**src/rtl/ahb_pkg.sv**
```systemverilog
// Shared AHB encodings and helpers for the bus-matrix output stages.
//   HTRANS constants : IDLE, BUSY, NONSEQ, SEQ
//   HBURST constants : SINGLE, INCR, WRAP4, INCR4, WRAP8, INCR8, WRAP16, INCR16
//   burst_beats_m1() : number of beats minus one for a defined-length burst, else 0
package ahb_pkg;

  localparam logic [1:0] IDLE   = 2'b00;
  localparam logic [1:0] BUSY   = 2'b01;
  localparam logic [1:0] NONSEQ = 2'b10;
  localparam logic [1:0] SEQ    = 2'b11;

  localparam logic [2:0] SINGLE = 3'b000;
  localparam logic [2:0] INCR   = 3'b001;
  localparam logic [2:0] WRAP4  = 3'b010;
  localparam logic [2:0] INCR4  = 3'b011;
  localparam logic [2:0] WRAP8  = 3'b100;
  localparam logic [2:0] INCR8  = 3'b101;
  localparam logic [2:0] WRAP16 = 3'b110;
  localparam logic [2:0] INCR16 = 3'b111;

  function automatic logic [3:0] burst_beats_m1(input logic [2:0] hburst);
    logic [3:0] beats_m1;
    case (hburst)
      WRAP4,  INCR4:  beats_m1 = 4'd3;
      WRAP8,  INCR8:  beats_m1 = 4'd7;
      WRAP16, INCR16: beats_m1 = 4'd15;
      default:        beats_m1 = 4'd0;  // SINGLE and undefined-length INCR
    endcase
    return beats_m1;
  endfunction

endpackage

```
**src/rtl/ahb_outstg_rr_arb_if.sv**
```systemverilog
// Arbiter-side signals of one bus-matrix output stage.
//   req_port     : per-port request (held transfer AND port HSEL)
//   HREADYM      : output-stage HREADYMUX, gates every state update
//   HSELM/HTRANSM/HBURSTM/HMASTLOCKM : control of the currently muxed port
//   addr_in_port : registered index of the port owning the address phase
//   no_port      : registered, 1 = nobody granted
// master = output stage driving the controls, slave = the arbiter.
interface ahb_outstg_rr_arb_if #(
  parameter int unsigned NPORT = 4,
  parameter int unsigned PW    = 2
);
  logic [NPORT-1:0] req_port;
  logic             HREADYM;
  logic             HSELM;
  logic [1:0]       HTRANSM;
  logic [2:0]       HBURSTM;
  logic             HMASTLOCKM;
  logic [PW-1:0]    addr_in_port;
  logic             no_port;

  modport master (
    output req_port, HREADYM, HSELM, HTRANSM, HBURSTM, HMASTLOCKM,
    input  addr_in_port, no_port
  );

  modport slave (
    input  req_port, HREADYM, HSELM, HTRANSM, HBURSTM, HMASTLOCKM,
    output addr_in_port, no_port
  );
endinterface

```
**src/rtl/ahb_rr_pick.sv**
```systemverilog
// Combinational rotate-priority picker.
//   req    : request vector, bit i = port i
//   ptr    : last winner; search starts at ptr+1 and wraps, so ptr itself is lowest priority
//   winner : index of the first set request found
//   any    : at least one request is set
module ahb_rr_pick #(
  parameter int unsigned NPORT = 4,
  parameter int unsigned PW    = 2
) (
  input  logic [NPORT-1:0] req,
  input  logic [PW-1:0]    ptr,
  output logic [PW-1:0]    winner,
  output logic             any
);

  logic [PW-1:0] idx;

  always_comb begin
    winner = '0;
    any    = 1'b0;
    idx    = '0;
    for (int unsigned i = 1; i <= NPORT; i++) begin
      idx = PW'((32'(ptr) + i) % NPORT);
      if (!any && req[idx]) begin
        any    = 1'b1;
        winner = idx;
      end
    end
  end

endmodule

```
**src/rtl/ahb_outstg_rr_arb.sv**
```systemverilog
// Round-robin arbiter for one shared AHB output stage.
//   HCLK, HRESETn : clock and asynchronous active-low reset
//   bus (slave)   : requests and muxed control in; registered addr_in_port / no_port out
// Ownership is kept through defined-length bursts and locked sequences; all state moves
// only on HREADYM-high edges.
module ahb_outstg_rr_arb
  import ahb_pkg::*;
#(
  parameter int unsigned NPORT = 4,
  parameter int unsigned PW    = 2
) (
  input logic               HCLK,
  input logic               HRESETn,
  ahb_outstg_rr_arb_if.slave bus
);

  logic [3:0]    cnt_q, cnt_d;
  logic [PW-1:0] port_q, ptr_q;
  logic          none_q;
  logic [PW-1:0] win;
  logic          any;
  logic          hold;

  // Beats still to come in the current burst after this one.
  always_comb begin
    cnt_d = '0;
    if (bus.HSELM) begin
      case (bus.HTRANSM)
        NONSEQ:  cnt_d = burst_beats_m1(bus.HBURSTM);
        SEQ:     cnt_d = (cnt_q != 4'd0) ? cnt_q - 4'd1 : 4'd0;
        BUSY:    cnt_d = cnt_q;
        default: cnt_d = '0;  // IDLE also clears an early-terminated burst
      endcase
    end
  end

  assign hold = !none_q && (bus.HMASTLOCKM || (cnt_d != 4'd0));

  ahb_rr_pick #(
    .NPORT(NPORT),
    .PW   (PW)
  ) u_pick (
    .req   (bus.req_port),
    .ptr   (ptr_q),
    .winner(win),
    .any   (any)
  );

  always_ff @(posedge HCLK or negedge HRESETn) begin
    if (!HRESETn) begin
      cnt_q  <= '0;
      port_q <= '0;
      none_q <= 1'b1;
      ptr_q  <= PW'(NPORT - 1);  // port 0 gets first priority
    end else if (bus.HREADYM) begin
      cnt_q <= cnt_d;
      if (!hold) begin
        if (any) begin
          port_q <= win;
          ptr_q  <= win;
          none_q <= 1'b0;
        end else begin
          none_q <= 1'b1;  // last index is kept for the muxes
        end
      end
    end
  end

  assign bus.addr_in_port = port_q;
  assign bus.no_port      = none_q;

endmodule

```
**src/flat_wrapper.sv**
```systemverilog
// flat-port wrapper written by rule: the top's interface ports become plain ports
module ahb_outstg_rr_arb_flat import ahb_pkg::*;
#(
  parameter int unsigned NPORT = 4,
  parameter int unsigned PW    = 2
)
  (HCLK, HRESETn, bus_req_port, bus_HREADYM, bus_HSELM, bus_HTRANSM, bus_HBURSTM, bus_HMASTLOCKM, bus_addr_in_port, bus_no_port);
  ahb_outstg_rr_arb_if #(.NPORT(NPORT), .PW(PW)) bus_i ();
  input logic HCLK;
  input logic HRESETn;
  input wire logic [$bits(bus_i.req_port)-1:0] bus_req_port;
  input wire logic [$bits(bus_i.HREADYM)-1:0] bus_HREADYM;
  input wire logic [$bits(bus_i.HSELM)-1:0] bus_HSELM;
  input wire logic [$bits(bus_i.HTRANSM)-1:0] bus_HTRANSM;
  input wire logic [$bits(bus_i.HBURSTM)-1:0] bus_HBURSTM;
  input wire logic [$bits(bus_i.HMASTLOCKM)-1:0] bus_HMASTLOCKM;
  output wire logic [$bits(bus_i.addr_in_port)-1:0] bus_addr_in_port;
  output wire logic [$bits(bus_i.no_port)-1:0] bus_no_port;
  assign bus_i.req_port = bus_req_port;
  assign bus_i.HREADYM = bus_HREADYM;
  assign bus_i.HSELM = bus_HSELM;
  assign bus_i.HTRANSM = bus_HTRANSM;
  assign bus_i.HBURSTM = bus_HBURSTM;
  assign bus_i.HMASTLOCKM = bus_HMASTLOCKM;
  assign bus_addr_in_port = bus_i.addr_in_port;
  assign bus_no_port = bus_i.no_port;
  ahb_outstg_rr_arb #(.NPORT(NPORT), .PW(PW)) u_core (.HCLK(HCLK), .HRESETn(HRESETn), .bus(bus_i));
endmodule
```
**config.mk**
```make
export PLATFORM = sky130hd
export DESIGN_NAME = ahb_outstg_rr_arb_flat
export DESIGN_NICKNAME = d
export VERILOG_FILES = /design/src/rtl/ahb_pkg.sv /design/src/rtl/ahb_outstg_rr_arb_if.sv /design/src/rtl/ahb_rr_pick.sv /design/src/rtl/ahb_outstg_rr_arb.sv /design/src/flat_wrapper.sv
export SDC_FILE = /design/constraint.sdc
export NUM_CORES = 1
export LEC_CHECK = 0
export BUFFER_PORTS_ARGS = -buffer_cell sky130_fd_sc_hd__buf_2
export CORE_AREA = 2 2 41 43
export DETAILED_ROUTE_END_ITERATION = 8
export DIE_AREA = 0 0 43 45
export PLACE_DENSITY = 0.68
export SLEW_MARGIN = 20
export SYNTH_ARGS = -nofsm -noshare
export SYNTH_HDL_FRONTEND = slang
export SYNTH_HIERARCHICAL = 1
export SYNTH_SLANG_ARGS = --single-unit
```
**constraint.sdc**
```tcl
create_clock -name HCLK -period 2.9 [get_ports HCLK]
set_input_delay 0.58 -clock HCLK [delete_from_list [all_inputs] [get_ports HCLK]]
set_output_delay 0.58 -clock HCLK [all_outputs]
set_load 0.005 [all_outputs]
```
**After elaboration in Yosys (flattened, before gate mapping)**

Cells that the tools add are included.
Widths: inputs -> output; s select.

- Shift operators: 0
- Order comparisons: 4
- Muxes and demuxes: 21
- Multiply operators: 0
- Reductions and logical operators: 16
- Divide/modulo/power cells: 0
- Equality and inequality tests: 9
- $add $sub $neg: 5
- Bitwise logic cells: 1

Operator list:

| cell | number |
|---|---|
| $pmux 4 s3 | 2 |
| $eq 3x3->1 const B | 4 |
| $lt 2x3->1 const B | 4 |
| $mux 1 | 9 |
| $bmux 1 s2 | 4 |
| $mux 2 | 4 |
| $mux 4 | 2 |
| $reduce_bool 4->1 | 2 |
| $eq 3x2->1 const B | 2 |
| $reduce_or 2->1 | 3 |
| $add 2x1->2 const B | 2 |
| $add 2x2->2 const B | 2 |
| $eq 2x2->1 const B | 2 |
| $logic_and 1x1->1 | 4 |
| $logic_not 1->1 | 4 |
| $sub 4x1->4 const B | 1 |
| $reduce_and 3->1 | 1 |
| $eq 2x1->1 const B | 1 |
| $reduce_and 2->1 | 1 |
| $logic_or 1x1->1 | 1 |
| $not 1->1 | 1 |

- Word-level logic and storage cells: 60
- Memory bits (read-only): 0
- Flip-flop bits (word level): 9
- Bits in writable memories: 0
- Memories: 0
- Output and inout port bits: 3
- Input port bits: 14
- Bits in latches: 0

**Logic depth before layout (Yosys ltp)**

Gate-level depths: netlist (run 1).

- Depth after elaboration: 14
- Mapped depth: 8
- Depth with buffers taken out: 8

**Hierarchy**

The synthesis (run 1) kept the hierarchy.

Modules (own cells, without submodules):

| module | cells each | sequential area each (µm²) | times used | area an instance (µm²) |
|---|---|---|---|---|
| ahb_outstg_rr_arb | 55 | 229.0 | 1 | 555.5 |
| ahb_rr_pick | 14 | 0.0 | 1 | 91.3 |

**Worst setup path before layout (run 1)**

Ideal clock, no wire load.

- Path type: flip-flop to flip-flop
- Start point: register u_core.cnt_q[0]
- End point: register u_core.port_q[0], in the netlist u_core/bus.addr_in_port[0]
- Slack: 901 ps
- Required time: 2772 ps
- Period minus slack after synthesis: 1999 ps
- Arrival time: 1871 ps
- Cell stages (with the launch flop): 9
- Setup time: 128 ps
- Buffers on the path: 0
- Cell sequence: dfrtp_1 -> inv_1 -> ha_1 -> nor3b_1 -> or3_1 -> a31oi_1 -> nor4_2 -> o211ai_2 -> mux2_1

- Cells in the longest elaborated chain, start to end: 9
- Elaborated cells between the ends (all ways): 10
- Those cells by class: add/sub (1); mux (3); bitwise (1); reduce/logical (5)

Ends and longest elaborated chain:

| element | line | RTL |
|---|---|---|
| start, declared | ahb_outstg_rr_arb.sv:17 | `logic [3:0] cnt_q, cnt_d;` |
| start signal, assigned | ahb_outstg_rr_arb.sv:56 | `cnt_q <= cnt_d;` |
| $sub 4x1->4 / $reduce_bool 4->1 (equally long branches) | ahb_outstg_rr_arb.sv:30 | `SEQ: cnt_d = (cnt_q != 4'd0) ? cnt_q - 4'd1 : 4'd0;` |
| $mux 4 | ahb_outstg_rr_arb.sv:30 |  |
| $pmux 4 s3 (*) | ahb_outstg_rr_arb.sv:28 | `case (bus.HTRANSM)` |
| $mux 4 (*) | ahb_outstg_rr_arb.sv:27 | `if (bus.HSELM) begin` |
| $reduce_bool 4->1 (*) | ahb_outstg_rr_arb.sv:37 | `assign hold = !none_q && (bus.HMASTLOCKM \|\| (cnt_d != 4'd0));` |
| $logic_or 1x1->1 (*) | ahb_outstg_rr_arb.sv:37 |  |
| $logic_and 1x1->1 (*) | ahb_outstg_rr_arb.sv:37 |  |
| $not 1->1 (no source line) (*) | -- |  |
| $reduce_and 3->1 (no source line) (*) | -- |  |
| end signal, assigned | ahb_outstg_rr_arb.sv:59 | `port_q <= win;` |
| end, declared | ahb_outstg_rr_arb.sv:18 | `logic [PW-1:0] port_q, ptr_q;` |

Mark *: on every way between the ends. The rest lies on a longest branch, timed or not.
A chain may end at the register's enable or synchronous reset.

**Final worst setup path (run 1)**

- Start point: register u_core.cnt_q[0]
- End point: register u_core.port_q[1], in the netlist u_core/bus.addr_in_port[1]

The elaborated chain is that of the path after synthesis.

==> run summary, run 1 <==
Ys Warns: 6
Pins Over Slew Limit: 0
CTS tree: yes
CTS hold repair buffers: 0
CTS clk-pin slew, worst paths: 0.06 ns
Fraction of registers with async set/reset: 1.000
Die X: 43 um
Via-to-Cell Ratio: 5.433
Vias in the first global route: 521
R2R depth: 8
Cells after Synth: 69
Arrival time at the worst endpoint: 2.32 ns
Register bit total from synthesis: 9
Root buf cell: clkbuf_4
Post-cts sizing count: 0
Sequential-to-total area share from yosys stat: 0.3540
Placed instance area: 742.0 um^2
ANT nets after route: 0
Post-Route WL: 1204 um
Syn Std Cell Area: 646.9 um^2
Die Span Y: 45 um
Antenna diodes: 0
Max FO, Critical Path: 5
Post-synth top flop: dfrtp_1
Total Power: 0.4466 mW
Synthesized area per cell: 9.375 um^2
Pleak: 0.3377 nW
Area grow syn2layout: 18.76%
Yosys cell types: 34
RSZ-0062 raised after global routing: no
Final Hold Vio Count: 0
Worst slew margin: 0.7849
Final Skew: 0.003014 ns
Most frequent cells in the layout: buf_2, nand2_1, a21oi_1, dfrtp_1, nor2_1
Clk buf depth: 2
Number of setup buffers added after CTS: 0
Site Rows: 14
Clock Sinks: 9
First-pass GRT wire length: 2235 um
Final core occ: 0.5221
Post-synth net total: 84
Design area: 768.2 um^2
H-tree levels: 1
Crit path launch type: flop
Final GP Congestion: 0.8074
GR Overflow Total: 0
Core Footprint: 1471 um^2
Die area: 1935 um^2
Worst-margin pin slew: 0.3227 ns
CP required: 3.03 ns
DP HPWL: 1006 um
Drt first pass iters: 4
Max_cap viols: 0
Drt initial violations: 8
Final cell count without fillers: 104
Share of the clock period used by the worst path: 0.7540
Initial Utilization: 0.4396
Clock latency on the worst-skew pair: 0.25 ns
Pwr Density: 581.3 nW/um^2
Setup crit end kind: flop
Hold Crit Class: in2async
DR vias: 565
Setup TNS: 0 ns
Number of buffers created by CTS: 3
Peak supply drop: 0.4001 mV
Avg WL per Cell: 11.58 um
Setup violators final: 0
Number of flops mapped to enable cells by yosys: 0
Critical path class: reg2reg
Most common cell after layout, fill and taps aside: buf_2
Outcome: finished, final reports clean
IO buf count: 15
Placed cells: 100
Min Tclk post-route: 2.187 ns
Nets: 104
Layout cell share with drive strength beyond 1: 0.3409
GRT Overall Usage: 0.1548
DRC: 0
Fmax: 457.3 MHz
Largest net degree at the start of global routing: 10
Initial antenna violation count: 0
IO Count: 17
## per-layer routing
layer,track usage,vias to the layer above,routed length (um)
met1,0.2071,256,584
li1,-,298,-
met2,0.2485,9,565
met4,0.09091,0,12
met5,0,-,0
met3,0.01200,2,41
## through the flow
stage                     hold slack [ns]  setup WS, ns
after CTS                          0.1589        0.6937
after global placement             0.4318        0.6528
after floorplan                    0.2844        0.9010
after global routing               0.1699        0.5004
final                              0.1605        0.7133
after detailed placement           0.4356        0.6536
## area by class of cell
type	instances	area, um^2
flip-flops and latches	9	229.0
inverters	4	15.01
fillers	144	703.2
well taps	16	20.02
clock buffers	4	26.28
repair buffers	15	75.07
multi-input cells	56	402.9
## worst paths after layout
check                                                start                    endpoint  slack (ns)
min in group HCLK               u_core/bus.addr_in_port[0]  u_core/bus.addr_in_port[0]        0.48
worst min-delay path                               HRESETn  u_core/bus.addr_in_port[0]        0.16
worst max-delay path                       u_core/cnt_q[0]  u_core/bus.addr_in_port[1]        0.71
worst min register to register  u_core/bus.addr_in_port[0]  u_core/bus.addr_in_port[0]        0.48
max in group asynchronous                          HRESETn          u_core/bus.no_port        2.50
worst max register to register             u_core/cnt_q[0]  u_core/bus.addr_in_port[1]        0.71
## registers in the layout (all words and copies together) (netlist names)
name,flops
u_core/cnt_q,4
u_core/bus.no_port,1
u_core/ptr_q,2
u_core/bus.addr_in_port,2
## cells by family after synthesis
logic type,synth area share
xor gates and xnor gates,0.01354
AOI/OAI and AO/OA,0.2476
buffers and inverters,0.02320
muxes,0.1199
adders and majority gates,0.01934
and+or+nand+nor,0.2225
DFF,0.3540
## worst max-delay path: stages (launching register included)
cell	delay, ns
dfrtp_1	0.40
inv_1	0.08
ha_1	0.22
nor3b_1	0.16
or3_1	0.30
a31oi_1	0.23
nor4_2	0.08
o211ai_2	0.25
mux2_1	0.35
## Yosys cell counts (2+ instances only)
| cell type | instances | area (um^2) |
|---|---|---|
| nand2_1 | 6 | 22.52 |
| a31oi_1 | 2 | 12.51 |
| a32oi_1 | 2 | 17.52 |
| inv_1 | 4 | 15.01 |
| mux2_2 | 2 | 22.52 |
| nor2b_1 | 3 | 18.77 |
| nor2_1 | 5 | 18.77 |
| nand2b_1 | 3 | 18.77 |
| a21oi_1 | 6 | 30.03 |
| mux2_1 | 4 | 45.04 |
| dfrtp_1 | 6 | 150.1 |
| dfstp_2 | 3 | 78.83 |
| or3_1 | 2 | 12.51 |
## power by group
part / leakage (nW) / switching [mW] / internal, mW
logic: 0.214 / 0.0689 / 0.0818
clock network: 0.0150 / 0.0383 / 0.0527
registers: 0.109 / 0.0328 / 0.172
total: 0.338 / 0.140 / 0.307
Note: power is estimated with default switching activity, not from simulation.
==> run 2: changes to the inputs <==
--- a/config.mk
+++ b/config.mk
@@ -9,7 +9,7 @@
 export CORE_AREA = 2 2 41 43
 export DETAILED_ROUTE_END_ITERATION = 8
 export DIE_AREA = 0 0 43 45
-export PLACE_DENSITY = 0.68
+export PLACE_DENSITY = 0.71
 export SLEW_MARGIN = 20
 export SYNTH_ARGS = -nofsm -noshare
 export SYNTH_HDL_FRONTEND = slang
==> constraint.sdc (replaced) <==
create_clock -name HCLK -period 1.8 [get_ports HCLK]
set_input_delay 0.36 -clock HCLK [delete_from_list [all_inputs] [get_ports HCLK]]
set_output_delay 0.36 -clock HCLK [all_outputs]
set_load 0.005 [all_outputs]
==> run 2 against run 1 <==
The flow now finishes with violations (negative setup slack). Highest routed layer unchanged. Final cell count increased by 13%. Sequential power increased by 60%. Setup slack got worse by 0.91 ns. Sequential cell count unchanged. Largest cell class unchanged. Critical path depth unchanged. Critical endpoint is now u_core/bus.addr_in_port[0]. Power increased by 84%. Global-route usage increased by 1.2 points. Clock-buffer cell count unchanged.
==> run summary, run 2 (same netlist as run 1, synthesis figures left out) <==
Hold Crit Class: in2reg
Final Skew: 0.007329 ns (+0.004315 ns)
RR Startpoint: u_core/cnt_q[0]
Min setup slack post-route: -0.1991 ns (-0.9124 ns)
Clock Sinks: 9 (unchanged)
Largest net degree at the start of global routing: 10 (unchanged)
Most frequent cells in the layout: buf_2, buf_4, nand2_1, a21oi_1, dfrtp_1
Worst-margin pin slew: 0.3955 ns (+0.07287 ns)
Total Power: 0.8226 mW (+84%)
Outcome: finished with violations
Layout cell share with drive strength beyond 1: 0.5196 (+0.1787)
Site Rows: 14 (unchanged)
Number of buffers created by CTS: 3 (unchanged)
CTS clk-pin slew, worst paths: 0.06 ns (about the same)
Place WS: -0.2739 ns (-0.9274 ns)
GRT Overall Usage: 0.1667 (+0.01190)
Met1 Use GR: 0.2172 (+0.01010)
Failing checks: negative setup slack
Final GP Congestion: 0.7451 (-7.7%)
Die X: 43 um (unchanged)
Die area: 1935 um^2 (unchanged)
Avg WL per Cell: 12.53 um (+8.2%)
Min Tclk post-route: 1.999 ns (-0.1876 ns)
Setup violators final: 4 (+4)
Worst setup path startpoint: u_core/cnt_q[0]
Top Usage Layer GRT: met2
Max FO, Critical Path: 4 (-1)
R2R Setup Slk: -0.20 ns (-0.91 ns)
Fillers: 122 (-15%)
Max_cap viols: 0 (unchanged)
CTS tree: yes
DRC: 0 (unchanged)
Most common cell after layout, fill and taps aside: buf_2
CP endpoint: u_core/bus.addr_in_port[0]
IO Count: 17 (unchanged)
Peak supply drop: 0.7405 mV (+85%)
DP HPWL: 1095 um (+8.9%)
RSZ-0062 raised after global routing: yes
Arrival time at the worst endpoint: 2.14 ns (-0.18 ns)
Pins Over Slew Limit: 0 (unchanged)
Share of the clock period used by the worst path: 1.111 (+0.3566)
Pwr Density: 855.0 nW/um^2 (+47%)
Worst flop-to-flop path endpoint: u_core/bus.addr_in_port[0]
Setup TNS: -0.7470 ns (-0.7470 ns)
Nets: 118 (+13%)
Final core occ: 0.6539 (+0.1318)
Vias in the first global route: 587 (+13%)
Root buf cell: clkbuf_4
Post-Route WL: 1478 um (+23%)
Met3 Use GR: 0.01200 (unchanged)
H-tree levels: 1 (unchanged)
Core Footprint: 1471 um^2 (unchanged)
Hold Path Stages: 2
Die Span Y: 45 um (unchanged)
Final Hold Vio Count: 0 (unchanged)
Critical path class: reg2reg
Drt initial violations: 4 (-4)
Drt first pass iters: 4 (unchanged)
Initial antenna violation count: 0 (unchanged)
R2R depth: 8 (unchanged)
Fmax: 500.2 MHz (+9.4%)
Clock latency on the worst-skew pair: 0.25 ns (about the same)
Worst Hold Margin: 0.3082 ns (+0.1477 ns)
Area grow syn2layout: 48.74%
Flip-flop count of the largest register after layout: 4 (unchanged)
Initial Utilization: 0.4396 (unchanged)
Worst slew margin: 0.7345 (-0.05032)
First-pass GRT wire length: 2449 um (+9.6%)
Pleak: 0.4299 nW (+27%)
Grt met2 use: 0.2879 (+0.03939)
Crit path launch type: flop
IO buf count: 15 (unchanged)
CP required: 1.94 ns (-1.09 ns)
DR vias: 616 (+9.0%)
Most flops, register: u_core/cnt_q
ANT nets after route: 0 (unchanged)
Antenna diodes: 0 (unchanged)
Via-to-Cell Ratio: 5.220 (-3.9%)
Clk buf depth: 2 (unchanged)
GR Overflow Total: 0 (unchanged)
Setup crit end kind: flop
==> run 2: cell types whose count changed in the layout (fill, tap and decap cells not counted), moves of 2 or more <==
| cell | previous run | this run |
|---|---|---|
| buf_4 | 0 | 13 |
| or3_1 | 2 | 0 |
| or3_4 | 0 | 2 |
| inv_1 | 4 | 2 |
| inv_2 | 0 | 2 |
| mux2_4 | 0 | 2 |
| mux2_1 | 4 | 2 |
==> run 2: routing by layer <==
layer | up-vias | wire length, um
met5 | - | 0
met4 | 0 | 24
met3 | 4 | 38
met2 | 10 | 686
met1 | 278 | 728
li1 | 324 | -
==> run 2: report_power, final <==
part           total, mW  switching [mW]  internal (mW)
clock network      0.148          0.0633         0.0850
logic              0.346           0.147          0.199
registers          0.328          0.0510          0.277
==> run 2: worst min path at each step <==
stage	start	end	slack (ns)
after floorplan	HRESETn	u_core/bus.addr_in_port[0]	0.06
after global placement	HRESETn	u_core/bus.addr_in_port[0]	0.21
after detailed placement	HRESETn	u_core/bus.addr_in_port[0]	0.21
after CTS	bus_HREADYM	u_core/bus.no_port	0.30
after global routing	bus_HREADYM	u_core/bus.no_port	0.32
final	bus_HREADYM	u_core/bus.no_port	0.31
==> run 2: worst max-delay path: stages, from the launching register on <==
cell,delay [ns]
dfrtp_1,0.36
inv_2,0.06
ha_4,0.16
nor3b_4,0.15
or3_4,0.34
a31oi_4,0.18
nor4_4,0.07
o211ai_4,0.24
mux2_4,0.33
==> run 2: area by class of cell <==
type	count	area, um^2	share of cell area
Timing Repair Buffer	29	182.7	0.1899
Tap cell	16	20.02	0.02081
Multi-Input combinational cell	56	489.2	0.5085
Inverter	4	15.01	0.01560
Clock buffer	4	26.28	0.02731
Sequential cell	9	229.0	0.2380
==> run 2: metrics by stage <==
step	cells	area, um^2
detailed placement	109	822.0
CTS	116	917.1
finish	118	962.2
global route	118	962.2
global placement	109	822.0
floorplan	69	659.4
==> run 2: timing repair <==
action	in CTS	in global routing
hold buffers	1	0
setup endpoints to repair	4	4
hold endpoints to repair	6	0
resized for setup	8	6
pin swaps	1	2
setup buffers	2	2
